===== src/rtl/spi_mosi_tx_if.sv =====
// Port bundle for the SPI mode-0 transmit engine: start handshake, status and SPI pins.
interface spi_mosi_tx_if #(
    parameter int DATA_W = 8
);
    // Handshake: a request is taken on any clk_i edge where start_i=1 and the
    // engine is idle (busy_o=0, including the done_o cycle); it is never queued.
    logic              start_i;
    logic [DATA_W-1:0] data_i;
    logic              busy_o;
    logic              done_o;
    logic              sclk_o;
    logic              mosi_o;
    logic              cs_n_o;
    logic              shift_o;
    logic [1:0]        state_dbg;

    modport master (
        output start_i, data_i,
        input  busy_o, done_o, sclk_o, mosi_o, cs_n_o, shift_o, state_dbg
    );

    modport slave (
        input  start_i, data_i,
        output busy_o, done_o, sclk_o, mosi_o, cs_n_o, shift_o, state_dbg
    );
endinterface


===== src/rtl/spi_mosi_tx.sv =====
// SPI master transmit engine, mode 0, MSB first, with a receive sample strobe
// aligned to every SCLK rising edge.
module spi_mosi_tx #(
    parameter int DATA_W  = 8,
    parameter int CLK_DIV = 5
) (
    input  logic         clk_i,
    input  logic         rst,
    spi_mosi_tx_if.slave bus
);
    typedef enum logic [1:0] {IDLE, SETUP, TRANSFER, HOLD} state_t;

    localparam int DIV_W = $clog2(CLK_DIV);
    localparam int BIT_W = $clog2(DATA_W + 1);
    localparam logic [DIV_W-1:0] DIV_LAST = DIV_W'(CLK_DIV - 1);
    localparam logic [BIT_W-1:0] BIT_LAST = BIT_W'(DATA_W);

    state_t            state_q, state_d;
    logic [DIV_W-1:0]  div_q, div_d;
    logic [BIT_W-1:0]  bit_q, bit_d;
    logic [DATA_W-1:0] shreg_q, shreg_d;
    logic              sclk_q, sclk_d;
    logic              mosi_q, mosi_d;
    logic              cs_n_q, cs_n_d;
    logic              busy_q, busy_d;
    logic              done_q, done_d;
    logic              shift_q, shift_d;
    logic              div_tc;

    assign div_tc = (div_q == DIV_LAST);

    always_ff @(posedge clk_i) begin
        if (!rst) begin
            state_q <= IDLE;
            div_q   <= '0;
            bit_q   <= '0;
            shreg_q <= '0;
            sclk_q  <= 1'b0;
            mosi_q  <= 1'b0;
            cs_n_q  <= 1'b1;
            busy_q  <= 1'b0;
            done_q  <= 1'b0;
            shift_q <= 1'b0;
        end else begin
            state_q <= state_d;
            div_q   <= div_d;
            bit_q   <= bit_d;
            shreg_q <= shreg_d;
            sclk_q  <= sclk_d;
            mosi_q  <= mosi_d;
            cs_n_q  <= cs_n_d;
            busy_q  <= busy_d;
            done_q  <= done_d;
            shift_q <= shift_d;
        end
    end

    always_comb begin
        state_d = state_q;
        div_d   = div_q;
        bit_d   = bit_q;
        shreg_d = shreg_q;
        sclk_d  = sclk_q;
        mosi_d  = mosi_q;
        cs_n_d  = cs_n_q;
        busy_d  = busy_q;
        done_d  = 1'b0;
        shift_d = 1'b0;

        case (state_q)
            IDLE: begin
                div_d = '0;
                bit_d = '0;
                if (bus.start_i) begin
                    shreg_d = bus.data_i;
                    mosi_d  = bus.data_i[DATA_W-1];
                    cs_n_d  = 1'b0;
                    busy_d  = 1'b1;
                    state_d = SETUP;
                end
            end
            // The end of the setup interval is itself the first rising edge.
            SETUP: begin
                if (div_tc) begin
                    div_d   = '0;
                    sclk_d  = 1'b1;
                    shift_d = 1'b1;
                    bit_d   = bit_q + 1'b1;
                    state_d = TRANSFER;
                end else begin
                    div_d = div_q + 1'b1;
                end
            end
            TRANSFER: begin
                if (div_tc) begin
                    div_d  = '0;
                    sclk_d = ~sclk_q;
                    if (!sclk_q) begin
                        shift_d = 1'b1;
                        bit_d   = bit_q + 1'b1;
                    end else if (bit_q == BIT_LAST) begin
                        mosi_d  = 1'b0;
                        state_d = HOLD;
                    end else begin
                        shreg_d = {shreg_q[DATA_W-2:0], 1'b0};
                        mosi_d  = shreg_q[DATA_W-2];
                    end
                end else begin
                    div_d = div_q + 1'b1;
                end
            end
            HOLD: begin
                if (div_tc) begin
                    div_d   = '0;
                    bit_d   = '0;
                    cs_n_d  = 1'b1;
                    busy_d  = 1'b0;
                    done_d  = 1'b1;
                    state_d = IDLE;
                end else begin
                    div_d = div_q + 1'b1;
                end
            end
            default: state_d = IDLE;
        endcase
    end

    assign bus.sclk_o    = sclk_q;
    assign bus.mosi_o    = mosi_q;
    assign bus.cs_n_o    = cs_n_q;
    assign bus.busy_o    = busy_q;
    assign bus.done_o    = done_q;
    assign bus.shift_o   = shift_q;
    assign bus.state_dbg = state_q;
endmodule

===== src/flat_wrapper.sv =====
// flat-port wrapper written by rule: the top's interface ports become plain ports
module spi_mosi_tx_flat 
#(
    parameter int DATA_W  = 8,
    parameter int CLK_DIV = 5
)
  (clk_i, rst, bus_start_i, bus_data_i, bus_busy_o, bus_done_o, bus_sclk_o, bus_mosi_o, bus_cs_n_o, bus_shift_o, bus_state_dbg);
  spi_mosi_tx_if #(.DATA_W(DATA_W)) bus_i ();
  input  logic clk_i;
  input  logic rst;
  input wire logic [$bits(bus_i.start_i)-1:0] bus_start_i;
  input wire logic [$bits(bus_i.data_i)-1:0] bus_data_i;
  output wire logic [$bits(bus_i.busy_o)-1:0] bus_busy_o;
  output wire logic [$bits(bus_i.done_o)-1:0] bus_done_o;
  output wire logic [$bits(bus_i.sclk_o)-1:0] bus_sclk_o;
  output wire logic [$bits(bus_i.mosi_o)-1:0] bus_mosi_o;
  output wire logic [$bits(bus_i.cs_n_o)-1:0] bus_cs_n_o;
  output wire logic [$bits(bus_i.shift_o)-1:0] bus_shift_o;
  output wire logic [$bits(bus_i.state_dbg)-1:0] bus_state_dbg;
  assign bus_i.start_i = bus_start_i;
  assign bus_i.data_i = bus_data_i;
  assign bus_busy_o = bus_i.busy_o;
  assign bus_done_o = bus_i.done_o;
  assign bus_sclk_o = bus_i.sclk_o;
  assign bus_mosi_o = bus_i.mosi_o;
  assign bus_cs_n_o = bus_i.cs_n_o;
  assign bus_shift_o = bus_i.shift_o;
  assign bus_state_dbg = bus_i.state_dbg;
  spi_mosi_tx #(.DATA_W(DATA_W), .CLK_DIV(CLK_DIV)) u_core (.clk_i(clk_i), .rst(rst), .bus(bus_i));
endmodule

===== config.mk =====
export PLATFORM = sky130hd
export DESIGN_NAME = spi_mosi_tx_flat
export DESIGN_NICKNAME = d
export VERILOG_FILES = /design/src/rtl/spi_mosi_tx_if.sv /design/src/rtl/spi_mosi_tx.sv /design/src/flat_wrapper.sv
export SDC_FILE = /design/constraint.sdc
export NUM_CORES = 1
export LEC_CHECK = 0
export ABC_AREA = 1
export BUFFER_PORTS_ARGS = -buffer_cell sky130_fd_sc_hd__clkbuf_2
export CAP_MARGIN = 15
export CORE_MARGIN = 4
export CORE_UTILIZATION = 45
export CTS_BUF_LIST = sky130_fd_sc_hd__clkbuf_4 sky130_fd_sc_hd__clkbuf_8
export DETAILED_ROUTE_END_ITERATION = 6
export PLACE_DENSITY = 0.68
export SLEW_MARGIN = 15
export SYNTH_ARGS = -nofsm -noshare
export SYNTH_HDL_FRONTEND = slang
export SYNTH_SLANG_ARGS = --single-unit

===== constraint.sdc =====
create_clock -name clk_i -period 1.4 [get_ports clk_i]
set_input_delay 0.14 -clock clk_i [delete_from_list [all_inputs] [get_ports clk_i]]
set_output_delay 0.14 -clock clk_i [all_outputs]
set_load 0.005 [all_outputs]

# [Word-level counts from Yosys, hierarchy flattened]
# Cells that the tools add are included.
[op_classes] n_addsub=2 mul=0 n_div=0 n_lt_le_gt_ge=0 eq_ne=13 shifts=0 mux=36 bitwise=1 reduce_logical=12
[op_table] cell="$mux 7" n=4
[op_table] cell="$mux 4" n=4
[op_table] cell="$pmux 4 s4" n=1
[op_table] cell="$pmux 7 s2" n=1
[op_table] cell="$mux 1" n=12
[op_table] cell="$mux 2" n=6
[op_table] cell="$ne 2x1->1 const B" n=5
[op_table] cell="$pmux 1 s2" n=5
[op_table] cell="$pmux 2 s4" n=1
[op_table] cell="$reduce_and 4->1" n=2
[op_table] cell="$ne 2x2->1 const B" n=3
[op_table] cell="$pmux 3 s2" n=1
[op_table] cell="$reduce_and 3->1" n=2
[op_table] cell="$reduce_and 6->1" n=1
[op_table] cell="$reduce_bool 2->1" n=3
[op_table] cell="$reduce_and 5->1" n=1
[op_table] cell="$add 4x1->4 const B" n=1
[op_table] cell="$eq 2x2->1 const B" n=2
[op_table] cell="$eq 4x4->1 const B" n=1
[op_table] cell="$add 3x1->3 const B" n=1
[op_table] cell="$eq 3x3->1 const B" n=1
[op_table] cell="$mux 3" n=1
[op_table] cell="$reduce_or 3->1" n=1
[op_table] cell="$eq 2x1->1 const B" n=1
[op_table] cell="3 further kinds" n=3
[word_totals] register_bits=22 latchBits=0 mem_bits_rw=0 mem_bits_ro=0 in_bits=11 word_cells=74 memories=0

# [Depth between registers and ports, before layout]
# Gate-level depths: netlist (run 1).
[logic_depth] depth_word=5 depth_mapped=10 depth_no_buf=9

# [Least setup slack after synthesis (run 1)]
# No wires, ideal clock.
[synth_timing] path_kind="register to register" start="register u_core.state_q[0] (netlist: u_core.bus.state_dbg[0])" end="register u_core.shreg_q[1]" arrival_time_ns=1.376 required_time_ns=1.287 path_slack_ns=-0.088 path_stages_with_launch=10 synth_period_minus_slack_ns=1.488 cell_sequence="dfxtp_1 > inv_1 > ha_1 > nand2_1 > nand3_2 > nor2_4 > buf_6 > nand2_1 > nand2_1 > nor2_1"
[synth_between] elab_chain_cells=3 word_cells_on_any_way=9 classes_between="eq/ne: 5; mux: 1; reduce/logical: 3"
[synth_rtl] item="start, declared" line="spi_mosi_tx.sv:18" text="state_t state_q, state_d;"
[synth_rtl] item="start signal, assigned" line="spi_mosi_tx.sv:45" text="state_q <= state_d;"
[synth_rtl] item="$eq 2x2->1 or $logic_not 2->1 (tied branches)" line="spi_mosi_tx.sv:70" text="case (state_q)"
[synth_rtl] item="$ne 2x2->1 (no line), or another cell as far along"
[synth_rtl] item="$reduce_and 5->1 (no line)"
[synth_rtl] item="end signal, assigned" line="spi_mosi_tx.sv:48" text="shreg_q <= shreg_d;"
[synth_rtl] item="end, declared" line="spi_mosi_tx.sv:21" text="logic [DATA_W-1:0] shreg_q, shreg_d;"
# Parallel ways exist; a longest one is shown, timed or not.
# A chain may end at the register's enable or synchronous reset.

# [Worst setup path after layout (run 1)]
[layout_timing] start="register u_core.state_q[0] (netlist: u_core.bus.state_dbg[0])" end="register u_core.state_q[1] (netlist: u_core.bus.state_dbg[1])"
[layout_between] elab_chain_cells=3 word_cells_on_any_way=12 classes_between="eq/ne: 9; mux: 1; reduce/logical: 2"
[layout_rtl] item="$eq 2x2->1, or another cell as far along" line="spi_mosi_tx.sv:70"
[layout_rtl] item="$ne 2x1->1 (no line) or $ne 2x2->1 (tied branches)"
[layout_rtl] item="$reduce_and 6->1 (no line)"
# Parallel ways exist; a longest one is shown, timed or not.

==> parameters.txt, run 1 <==
Parameter                              Value

Power and ir drop
  PwrDens ... 2410 nW/um^2
  Maximum ir drop on the vdd rail ... 1.40 mV
  Leakage power figure ... 0.804 nW

Placement
  Post-detailed-placement cell area ... 1410 um^2
  Placer Congestion ... 0.947
  Total of buffers placed on input and output ports ... 18
  Post-DP HPWL ... 1980 um
  Total placed cells including tap cells ... 226
  Placement-stage worst setup slack ... -138 ps

Critical path
  Crit path launch type ... flip-flop
  Crit. End Element ... flip-flop
  WP data required ... 1630 ps
  Arrival time worst endpoint ... 1670 ps
  Cell count of the worst reg-to-reg path ... 9
  Setup slack of the worst register-to-register path ... -30 ps
  Peak fanout along the critical path ... 7
  Maximum cell stage delay along the critical path ... 380 ps
  Most repeated library cell on the critical path ... sky130_fd_sc_hd__nor2_4
  CP cell instances ... inv_4 > ha_4 > buf_4 > nor2_4 > nor2_4 > nor2_2 > nand3_1 > nand2_1 > nor2_1
  Class of the most critical setup path ... flip-flop to flip-flop
  Slowest cell on the critical path ... sky130_fd_sc_hd__dfxtp_2

Final layout
  Final design area excluding fillers ... 1670 um^2
  Share of post-route cells with drive strength above 1 ... 0.382
  Antenna fix cells ... 0
  Area added between synthesis and finish ... 38.4%
  Total Nets Final ... 229
  Count of placed standard cells in the final layout, fillers left out ... 237
  End-of-flow core utilization ... 0.662

Logic synthesis
  Gate count of the mapped netlist ... 169
  Synth area leader ... sky130_fd_sc_hd__dfxtp_1
  Count of different cell masters after synthesis ... 22
  Post-synthesis async set-or-reset flop share ... 0
  Yosys warning count ... 0
  Leading cell types by total area after synthesis ... sky130_fd_sc_hd__dfxtp_1 37%, sky130_fd_sc_hd__nand2_1 12%, sky130_fd_sc_hd__ha_1 10%
  Share of Yosys cell area claimed by the top area cell type ... 0.365
  Post-synthesis sequential area ratio ... 0.365
  Post-Syn Area per Cell ... 7.14 um^2
  Synth Register Bits ... 22
  Number of synthesized flops with an enable pin ... 0
  Post-synth net total ... 190
  Most used flip-flop cell after synthesis ... sky130_fd_sc_hd__dfxtp_1
  Post-synthesis cell area ... 1210 um^2

GRT
  Global-route wire length before repair ... 4360 um
  Maximum number of pins on one net before global-route repair ... 13
  Via count of the first global-routing pass ... 1055
  Aggregate global routing overflow ... 0
  Tot GR Track Use ... 0.157
  Number of antenna violations at the first check in global routing ... 0

Die
  Horizontal extent of the die ... 59.8 um
  Core region area ... 2520 um^2
  Standard-cell row count ... 18
  Initial Util ... 0.478
  Die height ... 59.8 um
  Area of the die ... 3570 um^2
  Number of top-level pins ... 19

Route
  Routed wire length ... 3000 um
  Number of remaining DRC errors ... 0
  Count of nets left with antenna violations after detail routing ... 0
  Initial DRC count ... 43
  First-pass iteration count of the detailed router ... 4
  Average routed wire per standard cell ... 12.7 um
  Vias ... 1202
  Ratio of routed vias to standard cells ... 5.07

STA
  Time the final worst path needs with I/O delays and setup ... 1430 ps
  Period Utilization, post-route ... 1.02
  Hold violation count in the final report ... 0
  RSZ-0062 raised after global routing ... yes
  Final Worst Setup Slack ... -34.1 ps
  Worst-margin pin slew ... 247 ps
  Final count of pins violating max slew ... 0
  Maximum achievable frequency ... 0.697 GHz
  Clock skew after layout ... 10.3 ps
  # setup viols final ... 1
  Rel. slew slack ... 0.835

Clock tree
  Number of buffers added by the clock tree synthesis step ... 3
  CTS clk-pin slew, worst paths ... 130 ps
  Clock Latency Late Sink ... 320 ps
  CTS tree ... built
  CTS Buffer Depth ... 2
  Clock sinks ... 22
  Root buffer cell ... sky130_fd_sc_hd__clkbuf_4
  Deepest level of the CTS H-tree ... 1

Status
  Status ... finished, violations left
  Failing checks ... setup timing

Min path
  Worst hold-check path type ... input port to flip-flop
  Number of stages on the worst hold path ... 2

Run
  Number of max-capacitance violations reported ... 0
[sequential cells by signal, summed over array words and instances (netlist names)]
register and cells:
u_core.bus.shift_o 1, u_core.bus.done_o 1, u_core.bit_q 4, u_core.bus.busy_o 1
u_core.bus.sclk_o 1, u_core.bus.cs_n_o 1, u_core.bus.state_dbg 2, u_core.shreg_q 7
u_core.bus.mosi_o 1, u_core.div_q 3
[worst max-delay path, delay by kind of cell (launching register included)]
kind | cells | cell delay [ps]
and+or+nand+nor | 6 | 560
DFF | 1 | 380
buffers and inverters | 2 | 210
adders and majority gates | 1 | 200
[kinds of logic after synthesis]
| logic type | Yosys count | synth area share |
|---|---|---|
| AOI/OAI and AO/OA | 13 | 0.0622 |
| xor gates and xnor gates | 2 | 0.0145 |
| adders and majority gates | 10 | 0.104 |
| buffers and inverters | 26 | 0.0902 |
| DFF | 22 | 0.365 |
| muxes | 6 | 0.0498 |
| and+or+nand+nor | 90 | 0.314 |
[worst paths after layout]
check | endpoint | from
max | u_core.bus.state_dbg[1] | u_core.bus.state_dbg[0]
min | u_core.bus.cs_n_o | rst
max reg2reg | u_core.bus.state_dbg[1] | u_core.bus.state_dbg[0]
min reg2reg | u_core.div_q[0] | u_core.div_q[0]
[layout by cell type, fill, tap and decap left out, drive strengths merged, types with 5 or more instances in the layout]
cell type,n
nand2,41
nor2,33
inv,23
clkbuf,22
dfxtp,22
buf,19
nand3,12
ha,10
mux2i,6
o21ai,5
[stage by stage]
| stage | setup TNS, ps | hold WS (ps) | power, mW |
|---|---|---|---|
| after floorplan | 0 | 253 | 2.35 |
| after global placement | -272 | 407 | 2.82 |
| after detailed placement | -913 | 407 | 2.89 |
| after CTS | 0 | 78.5 | 3.45 |
| after global routing | -563 | 97.2 | 4.34 |
| final | -34.1 | 91.2 | 4.02 |
[where the power goes]
part           internal (mW)  switching [mW]  leakage, nW
logic                   1.22            1.43        0.600
clock network          0.159           0.207       0.0210
registers              0.851           0.150        0.183
total                   2.23            1.79        0.804
[layer usage]
metal,global-route usage,vias up,part of all wire
met1,0.176,561,0.41
met2,0.299,30,0.52
met5,0,-,0
li1,-,605,-
met4,0.0380,0,0.020
met3,0.0281,6,0.044
[repair_timing]
item,CTS,global route
gates resized for setup,11,38
endpoints found under the setup margin,12,15
hold buffers,0,0
pin swaps,1,9
setup buffers,2,5
[cells in the mapped netlist, drive strengths merged, types with 2 or more instances]
master / number
a21oi: 4
buf: 2
dfxtp: 22
ha: 10
inv: 23
mux2i: 6
nand2: 41
nand3: 12
nand4: 3
nor2: 33
o211ai: 3
o21ai: 5
[cell type report]
| class | instances | area [um^2] |
|---|---|---|
| fill | 224 | 853 |
| multi-input combinational | 121 | 810 |
| tap | 30 | 37.5 |
| sequential | 22 | 450 |
| inverter | 23 | 91.3 |
| clock buffer | 4 | 36.3 |
| timing repair buffer | 37 | 244 |
(Power assumes the default switching activity.)
==> inputs of run 2 (changes only) <==
- PLACE_DENSITY: 0.68 -> 0.66
- clock period: 1.4 -> 1.5 ns (I/O delays scaled with it)
==> run 2 against run 1 <==
  * The flow now finishes without violations
  * Via count is 6.7% lower
  * Maximum frequency is 0.30% higher
  * Combinational power is 26% lower
  * Clock skew is 5.9 ps lower
  * Largest power group unchanged
  * Highest routed layer unchanged
==> parameters.txt, run 2 (synthesis gave the netlist of run 1 again) <==
Parameter                              Value

Clock tree
  CTS clk-pin slew, worst paths ... 130 ps (about the same)
  Number of buffers added by the clock tree synthesis step ... 3 (unchanged)
  Clock sinks ... 22 (unchanged)
  CTS Buffer Depth ... 2 (unchanged)
  CTS tree ... built
  Deepest level of the CTS H-tree ... 1 (unchanged)
  Root buffer cell ... sky130_fd_sc_hd__clkbuf_4
  Clock Latency Late Sink ... 320 ps (about the same)

Critical path
  Peak fanout along the critical path ... 6 (-1)
  Crit. End Element ... flip-flop
  WP data required ... 1720 ps (+90 ps)
  Crit path launch type ... flip-flop
  Class of the most critical setup path ... flip-flop to flip-flop
  Arrival time worst endpoint ... 1650 ps (-20 ps)

STA
  Final count of pins violating max slew ... 0 (unchanged)
  Time the final worst path needs with I/O delays and setup ... 1430 ps (-4.36 ps)
  Total Negative Setup Slacks ... 0 ps (+34.1 ps)
  Period Utilization, post-route ... 0.953 (-0.0712)
  Hold violation count in the final report ... 0 (unchanged)
  Worst-margin pin slew ... 310 ps (+63.1 ps)
  Maximum achievable frequency ... 0.699 GHz (+0.30%)
  Rel. slew slack ... 0.793 (-0.0413)
  # setup viols final ... 0 (-1)
  Clock skew after layout ... 4.35 ps (-5.91 ps)

Final layout
  Largest Register ... u_core.shreg_q
  Share of post-route cells with drive strength above 1 ... 0.245 (-0.137)
  Number of fillers in the final layout ... 240 (+7.1%)
  Count of placed standard cells in the final layout, fillers left out ... 226 (-4.6%)
  Largest registers in the final layout ... u_core.shreg_q: 7 flops, u_core.bit_q: 4 flops, u_core.div_q: 3 flops
  Total Nets Final ... 218 (-4.8%)
  Commonest cells after routing, fill and taps aside ... 35 x sky130_fd_sc_hd__nand2_1, 30 x sky130_fd_sc_hd__nor2_1, 22 x sky130_fd_sc_hd__inv_1
  Final design area excluding fillers ... 1480 um^2 (-11%)
  Area added between synthesis and finish ... 22.6%
  Leading cell type in the layout, fill and taps excluded ... sky130_fd_sc_hd__nand2_1
  Flip-flop count of the largest register, all copies and words added ... 7 (unchanged)
  Antenna fix cells ... 0 (unchanged)

Die
  Initial Util ... 0.478 (unchanged)
  Number of top-level pins ... 19 (unchanged)
  Core region area ... 2520 um^2 (unchanged)
  Standard-cell row count ... 18 (unchanged)
  Area of the die ... 3570 um^2 (unchanged)
  Horizontal extent of the die ... 59.8 um (unchanged)
  Die height ... 59.8 um (unchanged)

Route
  Vias ... 1122 (-6.7%)
  First-pass iteration count of the detailed router ... 4 (unchanged)
  Average routed wire per standard cell ... 11.4 um (-9.9%)
  Ratio of routed vias to standard cells ... 4.96 (-2.1%)
  Number of remaining DRC errors ... 0 (unchanged)
  Initial DRC count ... 47 (+9.3%)
  Count of nets left with antenna violations after detail routing ... 0 (unchanged)
  Routed wire length ... 2580 um (-14%)

Power and ir drop
  Leakage power figure ... 0.733 nW (-8.8%)
  Maximum ir drop on the vdd rail ... 1.44 mV (+3.1%)
  PwrDens ... 2170 nW/um^2 (-9.7%)

Placement
  Post-DP HPWL ... 1910 um (-3.5%)
  Total of buffers placed on input and output ports ... 18 (unchanged)
  Post-detailed-placement cell area ... 1360 um^2 (-3.6%)
  Total placed cells including tap cells ... 220 (-2.7%)
  Placer Congestion ... 0.860 (-9.2%)

GRT
  Tot GR Track Use ... 0.158 (+0.00103)
  Maximum number of pins on one net before global-route repair ... 16 (+3)
  Via count of the first global-routing pass ... 1068 (+1.2%)
  Global-route wire length before repair ... 4300 um (-1.4%)
  Aggregate global routing overflow ... 0 (unchanged)
  Number of antenna violations at the first check in global routing ... 0 (unchanged)

Status
  Status ... complete, no violations

Min path
  Worst hold-check path type ... input port to flip-flop

Run
  Number of max-capacitance violations reported ... 0 (unchanged)
-- run 2: cell count changes in the layout (fill, tap and decap cells not counted), sizes merged --
cell | before | now
buf | 19 | 7
nor2 | 33 | 34
-- run 2: area by class of cell --
type                       instances  area, um^2  area share
clock buffer                       4        36.3      0.0245
inverter                          23        86.3      0.0584
multi-input combinational        122         731       0.494
sequential                        22         445       0.301
tap                               30        37.5      0.0254
timing repair buffer              25         143      0.0964
-- run 2: through the flow --
step / total power [mW] / utilization / setup slack [ps] / hold slack [ps]
global placement: 2.55 / 0.538 / -38.3 / 424
floorplan: 2.18 / - / 11.5 / 271
global route: 3.54 / 0.586 / -15.9 / 123
CTS: 3.04 / 0.560 / 5.77 / 91.1
detailed placement: 2.60 / 0.538 / -81.1 / 438
finish: 3.21 / 0.586 / 70.3 / 96.0
-- run 2: timing repair --
item / CTS / global route
endpoints found under the setup margin: 7 / 15
hold buffers: 0 / 0
resized for setup: 4 / 16
setup buffers: 0 / 1
pin swaps: 1 / 2
cloned: 1 / 0
-- run 2: final timing paths --
path	startpoint	endpoint	slack, ps	depth (start not counted)
hold / removal	bus_start_i	u_core.bus.busy_o	100	3
hold reg to reg	u_core.div_q[0]	u_core.div_q[0]	430	1
setup reg to reg	u_core.bus.state_dbg[1]	u_core.bit_q[3]	70	8
setup / recovery	u_core.bus.state_dbg[1]	u_core.bit_q[3]	70	8
-- run 2: critical path, cell delays in order (launching register included) --
cell                      delay, ps
sky130_fd_sc_hd__dfxtp_4        390
sky130_fd_sc_hd__buf_4          140
sky130_fd_sc_hd__ha_1           210
sky130_fd_sc_hd__nand2_2        140
sky130_fd_sc_hd__nand2_1         70
sky130_fd_sc_hd__nor2_1         180
sky130_fd_sc_hd__nand3_1        100
sky130_fd_sc_hd__nand2_1         80
sky130_fd_sc_hd__nor2_1          40
-- run 2: layer usage --
| layer | vias up | track usage | share of wire |
|---|---|---|---|
| li1 | 586 | - | - |
| met1 | 502 | 0.187 | 0.45 |
| met2 | 25 | 0.278 | 0.49 |
| met3 | 9 | 0.0259 | 0.037 |
| met4 | 0 | 0.0665 | 0.024 |
| met5 | - | 0 | 0 |
-- run 2: power breakdown --
part | switching, mW | total, mW | internal (mW)
sequential | 0.117 | 0.904 | 0.787
clock | 0.189 | 0.337 | 0.149
combinational | 1.17 | 1.97 | 0.806
==> inputs of run 3 (changes only) <==
- CELL_PAD_IN_SITES_DETAIL_PLACEMENT: not set -> 1
- CELL_PAD_IN_SITES_GLOBAL_PLACEMENT: not set -> 1
- CORE_UTILIZATION: 45 -> 41
- PLACE_DENSITY: 0.66 -> not set
- PLACE_DENSITY_LB_ADDON: not set -> 0.1
==> run 3 against run 2 <==
  * The flow now finishes with violations (setup timing)
  * Sequential power up 5.8%
  * Setup slack worse by 91 ps
  * Via count up 16%
  * Sequential share of layout area down 3.6 points
  * Maximum frequency down 6.0%
  * Clock power up 1%
  * Utilization up 2.3 points
  * First-iteration DRC count up 68%
  * Global-route usage up 2.3 points
  * Clock skew up 3.6 ps
  * Die area up 8.4%
  * Combinational power up 47%
  * Critical path type unchanged
  * Critical endpoint is now u_core.bus.state_dbg[1]
  * Largest cell class unchanged
==> parameters.txt, run 3 (synthesis gave the netlist of run 1 again) <==
Parameter                              Value

GRT
  Aggregate global routing overflow ... 0 (unchanged)
  Tot GR Track Use ... 0.181 (+0.0232)
  Global-route wire length before repair ... 5750 um (+34%)
  Maximum number of pins on one net before global-route repair ... 16 (unchanged)
  Via count of the first global-routing pass ... 1271 (+19%)
  Number of antenna violations at the first check in global routing ... 0 (unchanged)

Min path
  Number of stages on the worst hold path ... 5 (+2)
  Worst hold-check path type ... input port to flip-flop

STA
  Final Worst Setup Slack ... -20.3 ps (-90.6 ps)
  RSZ-0062 raised after global routing ... yes
  Time the final worst path needs with I/O delays and setup ... 1520 ps (+90.6 ps)
  Rel. slew slack ... 0.760 (-0.0332)
  Period Utilization, post-route ... 1.01 (+0.0604)
  Hold violation count in the final report ... 0 (unchanged)
  Clock skew after layout ... 7.95 ps (+3.60 ps)
  Maximum achievable frequency ... 0.658 GHz (-6.0%)
  # setup viols final ... 1 (+1)
  Final count of pins violating max slew ... 0 (unchanged)
  Worst-margin pin slew ... 360 ps (+49.7 ps)

Final layout
  Register cell area after layout ... 449 um^2 (+0.84%)
  Antenna fix cells ... 0 (unchanged)
  Combined area of the multi-input logic cells ... 810 um^2 (+11%)
  Final design area excluding fillers ... 1700 um^2 (+15%)
  Share of post-route cells with drive strength above 1 ... 0.382 (+0.137)
  Number of fillers in the final layout ... 354 (+48%)
  Count of placed standard cells in the final layout, fillers left out ... 238 (+5.3%)
  Total Nets Final ... 229 (+5.0%)
  Commonest cells after routing, fill and taps aside ... 34 x sky130_fd_sc_hd__nand2_1, 24 x sky130_fd_sc_hd__nor2_1, 18 x sky130_fd_sc_hd__inv_1, 18 x sky130_fd_sc_hd__clkbuf_2, 17 x sky130_fd_sc_hd__dfxtp_1
  Flip-flop count of the largest register, all copies and words added ... 7 (unchanged)
  Largest Register ... u_core.shreg_q
  Leading cell type in the layout, fill and taps excluded ... sky130_fd_sc_hd__nand2_1
  Largest registers in the final layout ... u_core.shreg_q: 7 flops, u_core.bit_q: 4 flops, u_core.div_q: 3 flops
  Area added between synthesis and finish ... 40.6%

Power and ir drop
  Maximum ir drop on the vdd rail ... 1.68 mV (+17%)
  Leakage power figure ... 0.820 nW (+12%)
  PwrDens ... 2470 nW/um^2 (+14%)

Critical path
  Setup slack of the worst register-to-register path ... -20 ps (-90 ps)
  Crit path capture ... u_core.bus.state_dbg[1]
  Crit. End Element ... flip-flop
  Crit path launch type ... flip-flop
  Peak fanout along the critical path ... 3 (-3)
  Cell count of the worst reg-to-reg path ... 7 (-1)
  Launching element of the worst setup path ... u_core.bit_q[0]
  Arrival time worst endpoint ... 1750 ps (+100 ps)
  Class of the most critical setup path ... flip-flop to flip-flop
  FF-to-FF End ... u_core.bus.state_dbg[1]
  R2r startpoint ... u_core.bit_q[0]
  WP data required ... 1730 ps (about the same)

Placement
  Total placed cells including tap cells ... 223 (+1.4%)
  Placer Congestion ... 0.781 (-9.2%)
  Post-DP HPWL ... 2410 um (+26%)
  Post-detailed-placement cell area ... 1370 um^2 (+1.2%)
  Total of buffers placed on input and output ports ... 18 (unchanged)

Clock tree
  Deepest level of the CTS H-tree ... 1 (unchanged)
  CTS clk-pin slew, worst paths ... 130 ps (about the same)
  CTS tree ... built
  CTS Buffer Depth ... 2 (unchanged)
  Clock sinks ... 22 (unchanged)
  Hold buffer count at CTS ... 0 (unchanged)
  Root buffer cell ... sky130_fd_sc_hd__clkbuf_4
  Number of buffers added by the clock tree synthesis step ... 3 (unchanged)
  Clock Latency Late Sink ... 320 ps (about the same)

Die
  Standard-cell row count ... 19 (+1)
  Core region area ... 2780 um^2 (+10%)
  Area of the die ... 3870 um^2 (+8.4%)
  Horizontal extent of the die ... 62.2 um (+4.1%)
  Number of top-level pins ... 19 (unchanged)
  Initial Util ... 0.434 (-0.0445)
  Die height ... 62.2 um (+4.1%)

Run
  Number of max-capacitance violations reported ... 0 (unchanged)

Route
  Count of nets left with antenna violations after detail routing ... 0 (unchanged)
  Vias ... 1296 (+16%)
  First-pass iteration count of the detailed router ... 4 (unchanged)
  Number of remaining DRC errors ... 0 (unchanged)
  Routed wire length ... 4290 um (+66%)
  Ratio of routed vias to standard cells ... 5.45 (+9.7%)
  Initial DRC count ... 79 (+68%)
  Average routed wire per standard cell ... 18.0 um (+58%)

Status
  Failing checks ... setup timing
  Status ... finished, violations left
run 3: cell count changes in the layout (fill, tap and decap cells not counted), moves of 4 or more:
cell                     change
sky130_fd_sc_hd__nor2_1      -6
sky130_fd_sc_hd__ha_1        -4
sky130_fd_sc_hd__buf_4       +8
sky130_fd_sc_hd__inv_1       -4
run 3: cell type report:
type,count,share of cell area
inverters,23,0.0539
flip-flops and latches,22,0.265
repair buffers,37,0.159
clock buffers,4,0.0214
multi-input cells,121,0.477
well taps,31,0.0229
run 3: worst min-delay path by stage:
stage,slack [ps],to,startpoint
after floorplan,270,u_core.bus.state_dbg[1],rst
after global placement,430,u_core.div_q[0],u_core.div_q[0]
after CTS,90,u_core.bus.busy_o,bus_start_i
final,110,u_core.shreg_q[0],bus_data_i[0]
after detailed placement,440,u_core.bus.busy_o,bus_start_i
after global routing,100,u_core.bus.busy_o,bus_start_i
run 3: through the flow:
step | hold WS, ps | setup slack, ps | setup TNS (ps) | power, mW | util
final | 109 | -20.3 | -20.3 | 4.19 | 0.610
after global routing | 105 | -145 | -636 | 4.51 | 0.610
after CTS | 91.8 | 11.2 | 0 | 3.30 | 0.524
after detailed placement | 436 | -98.5 | -673 | 2.72 | 0.493
after global placement | 427 | -47.4 | -335 | 2.59 | 0.493
after floorplan | 271 | 11.5 | 0 | 2.18 | -
run 3: critical path: stages (launching register included):
cell	delay (ps)
sky130_fd_sc_hd__dfxtp_2	350
sky130_fd_sc_hd__inv_1	100
sky130_fd_sc_hd__ha_1	190
sky130_fd_sc_hd__nand3_1	160
sky130_fd_sc_hd__a21oi_1	300
sky130_fd_sc_hd__nand3_1	170
sky130_fd_sc_hd__nand2_1	110
sky130_fd_sc_hd__nor2_1	50
run 3: where the power goes:
group | internal (mW) | leakage, nW | switching [mW]
logic | 1.29 | 0.616 | 1.60
registers | 0.794 | 0.183 | 0.162
clock network | 0.149 | 0.0210 | 0.192
total | 2.23 | 0.820 | 1.96
run 3: repair_timing:
action | in CTS | in global routing
buffers inserted | 2 | 8
pin swaps | 1 | 14
gates resized for setup | 7 | 45
gates cloned | 0 | 1
setup endpoints to repair | 13 | 13
run 3: layer usage:
metal  share of wire  vias up  track usage
met5               0        -            0
met4           0.040        0       0.0678
met3           0.036       14       0.0342
met2            0.51       41        0.328
met1            0.41      634        0.207
li1                -      607            -
